**config.mk**
```make
export PLATFORM = sky130hd
export DESIGN_NAME = sr_ff_driver
export DESIGN_NICKNAME = d
export VERILOG_FILES = /design/src/rtl/sr_ff_driver.sv
export SDC_FILE = /design/constraint.sdc
export NUM_CORES = 1
export LEC_CHECK = 0
export CAP_MARGIN = 20
export CORE_MARGIN = 3
export CORE_UTILIZATION = 45
export DETAILED_ROUTE_END_ITERATION = 12
export PLACE_DENSITY = 0.74
export SYNTH_ARGS = -nofsm -noshare
export SYNTH_HDL_FRONTEND = slang
export SYNTH_SLANG_ARGS = --single-unit
```
**constraint.sdc**
```tcl
create_clock -name clk -period 1.64 [get_ports clk]
set_clock_uncertainty 0.05 [all_clocks]
set_input_delay 0.328 -clock clk [delete_from_list [all_inputs] [get_ports clk]]
set_output_delay 0.328 -clock clk [all_outputs]
set_load 0.01 [all_outputs]
```
**src/rtl/sr_ff_driver.sv**
```systemverilog
// Sequencer that walks an external SR flip-flop through a target bit pattern,
// one bit per DRIVE/CHECK pair, and counts cycles where the fed-back q
// disagrees with the internal model of what q should be.
//
// state | meaning
// ------+-----------------------------------------------------------
// IDLE  | waiting for start; err_cnt holds last result
// DRIVE | sr carries the excitation code for pattern[idx]
// CHECK | sr back to 00; q_fb compared with model bit at next edge
// FIN   | one-cycle done pulse, then back to IDLE
module sr_ff_driver #(
    parameter int WIDTH = 8
) (
    input  logic             clk,
    input  logic             rst,
    input  logic             start,
    input  logic [WIDTH-1:0] pattern,
    output logic [1:0]       sr,
    input  logic             q_fb,
    output logic             busy,
    output logic             done,
    output logic [3:0]       err_cnt
);
    localparam int IW = (WIDTH > 1) ? $clog2(WIDTH) : 1;
    localparam logic [IW-1:0] LAST_IDX = IW'(WIDTH - 1);

    typedef enum logic [1:0] {
        IDLE  = 2'd0,
        DRIVE = 2'd1,
        CHECK = 2'd2,
        FIN   = 2'd3
    } state_t;

    state_t           state_q, state_d;
    logic [1:0]       sr_q, sr_d;
    logic             m_q, m_d;
    logic [IW-1:0]    idx_q, idx_d;
    logic [3:0]       err_q, err_d;
    logic [WIDTH-1:0] pat_q, pat_d;
    logic [IW-1:0]    idx_nxt;

    // {S,R} needed to move q from m to t; S and R are never both set.
    function automatic logic [1:0] excite(input logic m, input logic t);
        return {t & ~m, m & ~t};
    endfunction

    assign idx_nxt = idx_q + IW'(1);

    // State, command and bookkeeping registers.
    always_ff @(posedge clk or posedge rst) begin
        if (rst) begin
            state_q <= IDLE;
            sr_q    <= 2'b00;
            m_q     <= 1'b0;
            idx_q   <= '0;
            err_q   <= 4'd0;
            pat_q   <= '0;
        end else begin
            state_q <= state_d;
            sr_q    <= sr_d;
            m_q     <= m_d;
            idx_q   <= idx_d;
            err_q   <= err_d;
            pat_q   <= pat_d;
        end
    end

    // Next-state logic; sr defaults to 00 so only DRIVE entry can excite.
    always_comb begin
        state_d = state_q;
        sr_d    = 2'b00;
        m_d     = m_q;
        idx_d   = idx_q;
        err_d   = err_q;
        pat_d   = pat_q;
        unique case (state_q)
            IDLE: begin
                if (start) begin
                    pat_d   = pattern;
                    err_d   = 4'd0;
                    idx_d   = '0;
                    sr_d    = excite(m_q, pattern[0]);
                    state_d = DRIVE;
                end
            end
            DRIVE: begin
                m_d     = pat_q[idx_q];
                state_d = CHECK;
            end
            CHECK: begin
                if ((q_fb != m_q) && (err_q != 4'hF)) begin
                    err_d = err_q + 4'd1;
                end
                if (idx_q == LAST_IDX) begin
                    state_d = FIN;
                end else begin
                    idx_d   = idx_nxt;
                    sr_d    = excite(m_q, pat_q[idx_nxt]);
                    state_d = DRIVE;
                end
            end
            FIN: begin
                state_d = IDLE;
            end
            default: begin
                state_d = IDLE;
            end
        endcase
    end

    assign sr      = sr_q;
    assign busy    = (state_q != IDLE);
    assign done    = (state_q == FIN);
    assign err_cnt = err_q;

endmodule

```
==> flow_summary.toml <==
[outcome]
outcome = "finished, final reports clean"

[synth]
synth_cell_type_count = 26
ys_ff_latch = 20
synth_top_family_by_area = "simple AND/OR/NAND/NOR gates"
synth_fp_nets = 116
synth_top_cell_by_area = "dfrtp_1"
yosys_warnings = 0
synth-compound-area-share_pct = 8.70
synthCells = 101
yosysTopAreaCellShare_pct = 49.7
seq_area_frac_synth_pct = 49.7
synthXorXnorAreaFrac_pct = 0.870
synth_area_sq_mm = 0.00101
muxShareOfSynthArea_pct = 12.4
netlist_top_cells_area = "dfrtp_1, nand2_1, mux2i_1"
synth-simple-area-share_pct = 22.0
synthAdderAreaFrac_pct = 3.73
syn_avg_cell_area_sq_um = 9.97

[finish]
seqCellArea_sq_um = 502
fill_cells = 160
syn2layout_area_growth_pct = 35.7
final_nets = 152
multiInputGateArea_sq_um = 498
mostFrequentLayoutCells = "nand2_1, dfrtp_1, clkdlybuf4s50_1, buf_4, mux2i_1"
postLayoutCoreUtil_pct = 66.9
layout_commonest_cell = "nand2_1"
antenna_cells = 0
design_area_sq_mm = 0.00137
drive_above_1_share_pct = 18.5

[pwr]
power_frac_comb_pct = 52.6
p_sw_share_pct = 37.8
vdd_drop_max_mv = 0.989
power.density_mw_per_mm2 = 1680
power_frac_seq_pct = 37.7
p_int_mw = 1.43
p_leak_nw = 0.674
clock_power_share_pct = 9.6
switchingPower_uw = 868

[global_routing]
grt.overflow.total = 0
grt_usage_pct = 17.1
grt_max_degree = 21
antenna_found_initial = 0
grt_first_pass_wirelength_um = 3440
grt_pass1_vias = 782

[floorplanning]
core_area_sq_mm = 0.00204
start_util_pct = 49.3
die_y_um = 53.3
pin_count = 20
rows = 16
die_width_um = 53.3
die-area_sq_mm = 0.00284

[place]
dpl.hpwl_um = 1450
dpl_cell_area_sq_mm = 0.00127
gp_congestion = 0.792
io_buffers = 19

[route]
totalWireLength_um = 2070
ant_nets = 0
firstDrtPassIters = 4
vias = 826
avgRoutedWirePerCell_um = 12.8
routed_via_density = 5.10
drc_errors = 0
first_iter_violations = 17

[timing]
fin_setup_tns_ns = 0
drv_slew = 0
fin_crit_sh_pct = 98.8
finalHoldViolCount = 0
period_needed_ns = 1.62
fmax_mhz = 617
tightestPinTransition_ns = 0.260
holdWs_ns = 0.290
relSlewSlack_pct = 82.6
setup_viol_count_final = 0

[critical_path]
rr_startpoint = "idx_q[0]"
cp-start-kind = "flip-flop"
crit_fanout = 10
critPathLaunch = "idx_q[0]"
crit_path_end_kind = "flip-flop"
critical_path_class = "reg -> reg"
worstPathArrival_ns = 1.77
required_ns = 1.79

[flow_run]
drv_cap = 0

[worst_hold_path]
hp-class = "in -> async"

[cts]
tritoncts = "done"
clk_latency_ns = 0.29
holdBufCountCts = 0
cts_buffers = 3
ctsHtreeMaxLevel = 1
root_buffer = "clkbuf_4"
clock_path_buffers = 2
clk_pin_slew_ns = 0.10
cts.sinks = 20
## cells in the mapped netlist, drive strengths merged
cell type	number
a31oi	1
a22o	2
and2b	1
dfrtp	20
clkbuf	2
inv	2
nand2b	2
a31o	1
o31ai	2
o21ai	3
nand3b	2
nor3b	2
a211oi	1
ha	3
nor2	5
xor2	1
nand2	31
a21oi	1
mux4	2
nand3	6
and2	1
o211ai	1
buf	1
mux2i	8
## metal layers
layer | vias to the layer above | wire, um | track usage (%) | part of all wire (%)
met1 | 385 | 932 | 21.8 | 45
met4 | 0 | 24 | 6.38 | 1.2
met3 | 4 | 74 | 3.38 | 3.6
met5 | - | 0 | 0 | 0
met2 | 20 | 1040 | 28.4 | 50
li1 | 417 | - | - | -
## power by group through the flow
| stage | combinational [mW] | clock [mW] | sequential [mW] |
|---|---|---|---|
| CTS | 1.17 | 0.231 | 0.851 |
| global placement | 1.05 | 0 | 0.880 |
| detailed placement | 1.08 | 0 | 0.896 |
| floorplan | 0.722 | 0 | 0.866 |
| finish | 1.21 | 0.222 | 0.867 |
| global route | 1.35 | 0.258 | 0.892 |
## stage by stage
stage | setup WS, ns | power, mW | std cells
6_report | 0.0198 | 2.30 | 162
2_1_floorplan | 0.0913 | 1.59 | 101
3_3_place_gp | -0.0143 | 1.93 | 152
3_5_place_dp | -0.0424 | 1.97 | 152
5_1_grt | -0.0123 | 2.50 | 162
4_1_cts | 0.00885 | 2.25 | 161
## cell type report
type / instances / area share (%)
clock buffer: 3 / 1.65
inverter: 2 / 0.549
multi-input combinational: 76 / 36.4
sequential: 20 / 36.7
tap: 27 / 2.47
timing repair buffer: 34 / 22.2
## state kept, by name (all words and copies together), names as in the netlist
| register | count |
|---|---|
| pat_q | 8 |
| err_cnt | 4 |
| idx_q | 3 |
| sr | 2 |
| state_q | 2 |
| m_q | 1 |
## critical path: stages (launching register included)
cell     delay (ns)
dfrtp_1        0.44
buf_4          0.21
mux2i_1        0.13
mux4_2         0.50
o31ai_2        0.21
## kinds of logic (layout without fill, tap and decap cells)
logic type	Yosys count	in the layout
flops	20	20
mux	10	10
simple gates	50	50
fa+ha+maj	3	3
buf+inv	5	39
xor+xnor	1	1
compound gates	12	12
## timing repair
| action | CTS | global route |
|---|---|---|
| setup buffers | 6 | 1 |
| gates resized for setup | 3 | 3 |
| endpoints found under the setup margin | 6 | 5 |
## worst paths after layout
check | endpoint | slack [ns] | depth (start not counted)
setup / recovery | sr[1] | 0.02 | 4
setup reg to reg | sr[1] | 0.02 | 4
hold reg to reg | pat_q[3] | 0.46 | 2
hold / removal | pat_q[7] | 0.29 | 3
min in group clk | pat_q[3] | 0.46 | 2
max in group asynchronous | state_q[1] | 1.02 | 3
(Power assumes the default switching activity.)
